### src/rtl/bip_pkg.sv
// rtl/bip_pkg.sv - shared types and constants for the BIP program loader
package bip_pkg;

  localparam int BYTE_W = 8;

  localparam logic [4:0] OPC_HLT  = 5'b00000;
  localparam logic [4:0] OPC_STO  = 5'b00001;
  localparam logic [4:0] OPC_LD   = 5'b00010;
  localparam logic [4:0] OPC_LDI  = 5'b00011;
  localparam logic [4:0] OPC_ADD  = 5'b00100;
  localparam logic [4:0] OPC_ADDI = 5'b00101;
  localparam logic [4:0] OPC_SUB  = 5'b00110;
  localparam logic [4:0] OPC_SUBI = 5'b00111;

  localparam logic [4:0] HALT_OPCODE_DEFAULT = OPC_HLT;

  typedef enum logic [2:0] {
    ST_IDLE  = 3'd0,
    ST_RX_HI = 3'd1,
    ST_RX_LO = 3'd2,
    ST_WRITE = 3'd3,
    ST_CHECK = 3'd4,
    ST_DONE  = 3'd5,
    ST_ERROR = 3'd6
  } loader_state_e;

endpackage

### src/rtl/bip_program_loader_if.sv
// rtl/bip_program_loader_if.sv - UART RX byte stream in, instruction-memory write port out
interface bip_program_loader_if #(
  parameter int NB_ADDR        = 11,
  parameter int NB_INSTRUCTION = 16
);
  import bip_pkg::*;

  logic [BYTE_W-1:0]         i_rx_data;
  logic                      i_rx_valid;
  logic [NB_ADDR-1:0]        o_mem_addr;
  logic [NB_INSTRUCTION-1:0] o_mem_data;
  logic                      o_mem_wr_enable;

  modport master (
    input  i_rx_data, i_rx_valid,
    output o_mem_addr, o_mem_data, o_mem_wr_enable
  );

  modport slave (
    output i_rx_data, i_rx_valid,
    input  o_mem_addr, o_mem_data, o_mem_wr_enable
  );

endinterface

### src/rtl/bip_loader_word_assembler.sv
// rtl/bip_loader_word_assembler.sv - pairs high/low bytes into a 16-bit word
// The high byte is held until the matching low byte arrives; word_valid is a same-cycle pulse.
module bip_loader_word_assembler
  import bip_pkg::*;
(
  input  logic                  i_clock,
  input  logic                  i_reset,
  input  logic [BYTE_W-1:0]     i_rx_data,
  input  logic                  i_rx_valid,
  input  logic                  i_accept_hi,
  input  logic                  i_accept_lo,
  output logic [2*BYTE_W-1:0]   o_word,
  output logic                  o_word_valid,
  output logic                  o_hi_strobe
);

  logic [BYTE_W-1:0] hi_q;
  logic              pending_q;

  assign o_hi_strobe  = i_rx_valid & i_accept_hi;
  assign o_word_valid = i_rx_valid & i_accept_lo & pending_q;
  assign o_word       = {hi_q, i_rx_data};

  always_ff @(posedge i_clock or negedge i_reset) begin
    if (!i_reset) begin
      hi_q      <= '0;
      pending_q <= 1'b0;
    end else if (o_hi_strobe) begin
      hi_q      <= i_rx_data;
      pending_q <= 1'b1;
    end else if (o_word_valid) begin
      pending_q <= 1'b0;
    end
  end

endmodule

### src/rtl/bip_program_loader.sv
// rtl/bip_program_loader.sv - loads a UART byte stream into BIP instruction memory
// Optional LOADER_CHECKSUM_EN: trailing XOR checksum byte checked after the HLT word.
module bip_program_loader
  import bip_pkg::*;
#(
  parameter int               NB_INSTRUCTION = 16,
  parameter int               NB_ADDR        = 11,
  parameter int               NB_OPCODE      = 5,
  parameter logic [NB_OPCODE-1:0] HALT_OPCODE = HALT_OPCODE_DEFAULT
) (
  input  logic                 i_clock,
  input  logic                 i_reset,
  input  logic                 i_start,
  bip_program_loader_if.master bus,
  output logic                 o_cpu_reset,
  output logic                 o_busy,
  output logic                 o_done,
  output logic                 o_error,
  output logic [NB_ADDR:0]     o_word_count
);

  loader_state_e             state_q, state_d;
  logic [NB_ADDR-1:0]        addr_q, addr_d;
  logic [NB_ADDR:0]          count_q, count_d;
  logic [NB_INSTRUCTION-1:0] data_q, data_d;
  logic                      wr_q, wr_d;
  logic                      cpu_rst_q, cpu_rst_d;
  logic                      busy_q, busy_d;
  logic                      done_q, done_d;
  logic                      error_q, error_d;

  logic                      is_hlt, is_full, last_word, armed_start;
  logic                      accept_hi, accept_lo, hi_strobe, word_valid;
  logic [2*BYTE_W-1:0]       word;

  assign is_hlt    = (data_q[NB_INSTRUCTION-1 -: NB_OPCODE] == HALT_OPCODE);
  assign is_full   = (addr_q == {NB_ADDR{1'b1}});
  assign last_word = is_hlt | is_full;
  // A byte seen during WRITE is the next high byte unless this word ends the load.
  assign accept_hi = (state_q == ST_RX_HI) | ((state_q == ST_WRITE) & ~last_word);
  assign accept_lo = (state_q == ST_RX_LO);
  assign armed_start = i_start &
                       ((state_q == ST_IDLE) | (state_q == ST_DONE) | (state_q == ST_ERROR));

  bip_loader_word_assembler u_asm (
    .i_clock      (i_clock),
    .i_reset      (i_reset),
    .i_rx_data    (bus.i_rx_data),
    .i_rx_valid   (bus.i_rx_valid),
    .i_accept_hi  (accept_hi),
    .i_accept_lo  (accept_lo),
    .o_word       (word),
    .o_word_valid (word_valid),
    .o_hi_strobe  (hi_strobe)
  );

`ifdef LOADER_CHECKSUM_EN
  logic [BYTE_W-1:0] csum_q, csum_d;

  always_comb begin
    csum_d = csum_q;
    if (armed_start)
      csum_d = '0;
    else if (hi_strobe | word_valid)
      csum_d = csum_q ^ bus.i_rx_data;
  end

  always_ff @(posedge i_clock or negedge i_reset) begin
    if (!i_reset) csum_q <= '0;
    else          csum_q <= csum_d;
  end
`endif

  always_comb begin
    state_d = state_q;
    addr_d  = addr_q;
    count_d = count_q;
    data_d  = data_q;
    wr_d    = 1'b0;
    unique case (state_q)
      ST_IDLE, ST_DONE, ST_ERROR: begin
        if (armed_start) begin
          state_d = ST_RX_HI;
          addr_d  = '0;
          count_d = '0;
        end
      end
      ST_RX_HI: if (hi_strobe) state_d = ST_RX_LO;
      ST_RX_LO: begin
        if (word_valid) begin
          state_d = ST_WRITE;
          data_d  = word;
          wr_d    = 1'b1;
        end
      end
      ST_WRITE: begin
        addr_d  = addr_q + 1'b1;
        count_d = count_q + 1'b1;
        if (is_hlt) begin
`ifdef LOADER_CHECKSUM_EN
          if (bus.i_rx_valid)
            state_d = (bus.i_rx_data == csum_q) ? ST_DONE : ST_ERROR;
          else
            state_d = ST_CHECK;
`else
          state_d = ST_DONE;
`endif
        end else if (is_full) begin
          state_d = ST_ERROR;
        end else begin
          state_d = hi_strobe ? ST_RX_LO : ST_RX_HI;
        end
      end
`ifdef LOADER_CHECKSUM_EN
      ST_CHECK: begin
        if (bus.i_rx_valid)
          state_d = (bus.i_rx_data == csum_q) ? ST_DONE : ST_ERROR;
      end
`endif
      default: state_d = ST_IDLE;
    endcase

    busy_d    = (state_d == ST_RX_HI) | (state_d == ST_RX_LO) |
                (state_d == ST_WRITE) | (state_d == ST_CHECK);
    done_d    = (state_d == ST_DONE);
    error_d   = (state_d == ST_ERROR);
    cpu_rst_d = (state_d == ST_DONE);
  end

  always_ff @(posedge i_clock or negedge i_reset) begin
    if (!i_reset) begin
      state_q   <= ST_IDLE;
      addr_q    <= '0;
      count_q   <= '0;
      data_q    <= '0;
      wr_q      <= 1'b0;
      cpu_rst_q <= 1'b0;
      busy_q    <= 1'b0;
      done_q    <= 1'b0;
      error_q   <= 1'b0;
    end else begin
      state_q   <= state_d;
      addr_q    <= addr_d;
      count_q   <= count_d;
      data_q    <= data_d;
      wr_q      <= wr_d;
      cpu_rst_q <= cpu_rst_d;
      busy_q    <= busy_d;
      done_q    <= done_d;
      error_q   <= error_d;
    end
  end

  assign bus.o_mem_addr      = addr_q;
  assign bus.o_mem_data      = data_q;
  assign bus.o_mem_wr_enable = wr_q;
  assign o_cpu_reset         = cpu_rst_q;
  assign o_busy              = busy_q;
  assign o_done              = done_q;
  assign o_error             = error_q;
  assign o_word_count        = count_q;

endmodule

### src/flat_wrapper.sv
// flat-port wrapper written by rule: the top's interface ports become plain ports
module bip_program_loader_flat import bip_pkg::*;
#(
  parameter int               NB_INSTRUCTION = 16,
  parameter int               NB_ADDR        = 11,
  parameter int               NB_OPCODE      = 5,
  parameter logic [NB_OPCODE-1:0] HALT_OPCODE = HALT_OPCODE_DEFAULT
)
  (i_clock, i_reset, i_start, o_cpu_reset, o_busy, o_done, o_error, o_word_count, bus_i_rx_data, bus_i_rx_valid, bus_o_mem_addr, bus_o_mem_data, bus_o_mem_wr_enable);
  bip_program_loader_if #(.NB_ADDR(NB_ADDR), .NB_INSTRUCTION(NB_INSTRUCTION)) bus_i ();
  input  logic i_clock;
  input  logic i_reset;
  input  logic i_start;
  output logic o_cpu_reset;
  output logic o_busy;
  output logic o_done;
  output logic o_error;
  output logic [NB_ADDR:0] o_word_count;
  input wire logic [$bits(bus_i.i_rx_data)-1:0] bus_i_rx_data;
  input wire logic [$bits(bus_i.i_rx_valid)-1:0] bus_i_rx_valid;
  output wire logic [$bits(bus_i.o_mem_addr)-1:0] bus_o_mem_addr;
  output wire logic [$bits(bus_i.o_mem_data)-1:0] bus_o_mem_data;
  output wire logic [$bits(bus_i.o_mem_wr_enable)-1:0] bus_o_mem_wr_enable;
  assign bus_i.i_rx_data = bus_i_rx_data;
  assign bus_i.i_rx_valid = bus_i_rx_valid;
  assign bus_o_mem_addr = bus_i.o_mem_addr;
  assign bus_o_mem_data = bus_i.o_mem_data;
  assign bus_o_mem_wr_enable = bus_i.o_mem_wr_enable;
  bip_program_loader #(.NB_INSTRUCTION(NB_INSTRUCTION), .NB_ADDR(NB_ADDR), .NB_OPCODE(NB_OPCODE), .HALT_OPCODE(HALT_OPCODE)) u_core (.i_clock(i_clock), .i_reset(i_reset), .i_start(i_start), .bus(bus_i), .o_cpu_reset(o_cpu_reset), .o_busy(o_busy), .o_done(o_done), .o_error(o_error), .o_word_count(o_word_count));
endmodule
### config.mk
export PLATFORM = sky130hd
export DESIGN_NAME = bip_program_loader_flat
export DESIGN_NICKNAME = d
export VERILOG_FILES = /design/src/rtl/bip_pkg.sv /design/src/rtl/bip_program_loader_if.sv /design/src/rtl/bip_loader_word_assembler.sv /design/src/rtl/bip_program_loader.sv /design/src/flat_wrapper.sv
export SDC_FILE = /design/constraint.sdc
export NUM_CORES = 1
export LEC_CHECK = 0
export BUFFER_PORTS_ARGS = -buffer_cell sky130_fd_sc_hd__buf_2
export CAP_MARGIN = 10
export CORE_AREA = 4 4 77 79
export CTS_CLUSTER_DIAMETER = 40
export CTS_CLUSTER_SIZE = 28
export DETAILED_ROUTE_END_ITERATION = 10
export DIE_AREA = 0 0 81 83
export PLACE_DENSITY_LB_ADDON = 0.15
export SETUP_SLACK_MARGIN = 0.5
export SYNTH_ARGS = -nofsm -noshare
export SYNTH_HDL_FRONTEND = slang
export SYNTH_SLANG_ARGS = --single-unit
### constraint.sdc
create_clock -name i_clock -period 2.22 [get_ports i_clock]
set_input_delay 0.333 -clock i_clock [delete_from_list [all_inputs] [get_ports i_clock]]
set_output_delay 0.333 -clock i_clock [all_outputs]
set_load 0.005 [all_outputs]
==> flow_metrics.tcl <==
set metrics [dict create \
    status "complete, no violations" \
    grtUsageTotal_pct 19.7 \
    clock_path_buffers 2 \
    synth_warnings 0 \
    io_buffers 55 \
    fin_util_pct 62.2 \
    die_y_um 83 \
    cp.arrival_ps 1910 \
    num_rows 27 \
    drc 0 \
    clk_pin_slew_ps 100 \
    fin_skew_ps 8.13 \
    slew_viol_final 0 \
    htree_levels 2 \
    antenna_found_initial 0 \
    synth_seq_cells 55 \
    vias 2350 \
    p_leak_uw 0.00152 \
    syn_to_final_growth_pct 18.7 \
    ys_types 53 \
    power_density_nw_per_um2 1140 \
    design_area_um2 3320 \
    holdCritPathClass "input pin to async pin" \
    start_util_pct 52.4 \
    grt_max_degree 56 \
    async_reset_ff_share_pct 100 \
    min_period_ps 1720 \
    worst_setup_path_end_kind "flop" \
    final-setup-viol-count 0 \
    seq_area_frac_synth_pct 49.2 \
    worstSetupPathType "flop to flop" \
    pin_count 56 \
    relSlewSlack_pct 53.6 \
    drive_gt1_share_pct 31.7 \
    fin_nets 344 \
    grt_pass1_vias 2164 \
    ant_nets 0 \
    drt_iter0_markers 131 \
    path_cells "nand4_2 > or4_4 > a211oi_2 > a211oi_1" \
    fin_tns_setup_ps 0 \
    fin_crit_sh_pct 77.7 \
    vdd_drop_max_uv 579 \
    cts_tree "built" \
    cts_hold_buf 0 \
    synthTopCellsByArea "dfrtp_1, nand3_1, mux2_1, o211ai_1, nand4_1" \
    die-area_um2 6720 \
    yosysTopAreaCellShare_pct 49.2 \
    antenna_cells 0 \
    synth_common_cells "dfrtp_1, nand2_1, nand3_1" \
    setup_slack_ps 495 \
    crit_family "simple AND/OR/NAND/NOR gates" \
    cp_max_fo 10 \
    vias_per_cell 5.83 \
    cts_buffers 5 \
    synth_edf_count 0 \
    synth_most_common_cell "dfrtp_1" \
    crit_buf_inv 0 \
    worstPathRequired_ps 2400 \
    dpl_cell_area_um2 3150 \
    drv_cap 0 \
    cpPeakStageDelay_ps 640 \
    hold_violations 0 \
    multi_input_area_um2 1360 \
    rsz0062_at_grt "yes" \
    synth_flop_cell "dfrtp_1" \
    synth_cells 274 \
    synth_area_um2 2800 \
    slowest_stage "or4_4" \
    cts_root_buffer "clkbuf_8" \
    grt_pass1_wl_um 10600 \
    worstMarginPinSlew_ps 696 \
    wirelength_um 6540 \
    timing.fmax_mhz 580 \
    synth_nets 288 \
    wl_per_cell_um 16.2 \
    globalplace.congestion 0.808 \
    hpwlAfterDp_um 4670 \
    startpoint_type "flop" \
    nFillCells 485 \
    dr.pass1.iters 4 \
    syn_avg_cell_area_um2 10.2 \
    synth_top_area_cell "dfrtp_1" \
    core_um2 5340 \
    seq_area_um2 1380 \
    grt_remaining_overflow 0 \
    die_x_um 81 \
    clkLatencyLatePin_ps 310 \
    dp_slack_ps 389 \
    cts_sinks 55 \
]
[layout by cell type (no fill, tap or decap), types with 6 or more instances in the layout]
cell type / instances
a21oi_1: 16
a31oi_1: 7
buf_2: 55
buf_4: 11
dfrtp_1: 50
inv_1: 6
mux2_1: 9
mux2_2: 7
mux2i_1: 7
nand2_1: 19
nand3_1: 20
nand4_1: 13
nor2_1: 9
nor3b_1: 8
o211ai_1: 11
o21ai_0: 11
[area by class of cell]
cell class                 count  share of cell area [%]
inverter                       7                   0.791
clock inverter                 3                   0.753
sequential                    55                    41.6
tap                           72                    2.71
timing repair buffer          67                    11.1
multi-input combinational    194                    40.9
clock buffer                   5                    2.07
[path summary, 6_finish.rpt]
check	start	end	slack [ps]	cells past startpoint
worst min register to register	u_core.o_word_count[11]$_DFFE_PN0P_	u_core.o_word_count[11]$_DFFE_PN0P_	480	1
worst min-delay path	i_reset	u_core.bus.o_mem_data[2]$_DFFE_PN0P_	140	2
worst max register to register	u_core.bus.o_mem_addr[8]$_DFFE_PN0P_	u_core.u_asm.pending_q$_DFFE_PN0P_	500	4
min in group i_clock	bus_i_rx_data[6]	u_core.bus.o_mem_data[6]$_DFFE_PN0P_	260	2
worst max-delay path	u_core.bus.o_mem_addr[8]$_DFFE_PN0P_	u_core.u_asm.pending_q$_DFFE_PN0P_	500	4
max in group asynchronous	i_reset	u_core.bus.o_mem_addr[2]$_DFFE_PN0P_	1580	2
[cell families after synthesis]
family / count (synthesis) / share of synthesized area (%)
AOI/OAI and AO/OA: 63 / 14.4
xor gates and xnor gates: 5 / 1.57
adders and majority gates: 3 / 1.25
buffers and inverters: 25 / 3.94
DFF: 55 / 49.2
muxes: 23 / 8.94
and+or+nand+nor: 100 / 20.8
[metrics by stage]
stage | hold slack, ps | cells | power, µW
6_report | 138 | 403 | 3800
3_3_place_gp | 459 | 392 | 3110
3_5_place_dp | 471 | 392 | 3170
2_1_floorplan | 37.4 | 274 | 2620
5_1_grt | 188 | 403 | 4100
4_1_cts | 161 | 402 | 3760
[power by group]
part           internal (µW)  total, µW  switching [µW]
sequential              1340       1620             278
combinational            727       1620             890
clock                    226        558             332
total                   2300       3800            1500
[what timing repair did]
| action | CTS | global route |
|---|---|---|
| endpoints found under the setup margin | 12 | 17 |
| buffers inserted | 2 | 1 |
| resized for setup | 2 | 13 |
| hold endpoints to repair | 0 | 0 |
[registers in the layout, indices dropped and copies added (netlist names)]
register and cells:
u_core.u_asm.hi_q 8, u_core.o_cpu_reset 1, u_core.o_word_count 12, u_core.bus.o_mem_addr 11, u_core.state_q 3, u_core.o_error 1
u_core.u_asm.pending_q 1, u_core.bus.o_mem_data 16, u_core.bus.o_mem_wr_enable 1, u_core.o_busy 1
[routing by layer]
metal	GRT usage [%]	wire length, µm	up-vias	part of all wire, %
li1	-	-	1127	-
met1	25.3	2740	1158	42
met2	33.8	3420	58	52
met3	3.25	280	7	4.3
met4	5.53	93	0	1.4
met5	0	0	-	0
Power figures use the tool's default switching activity.
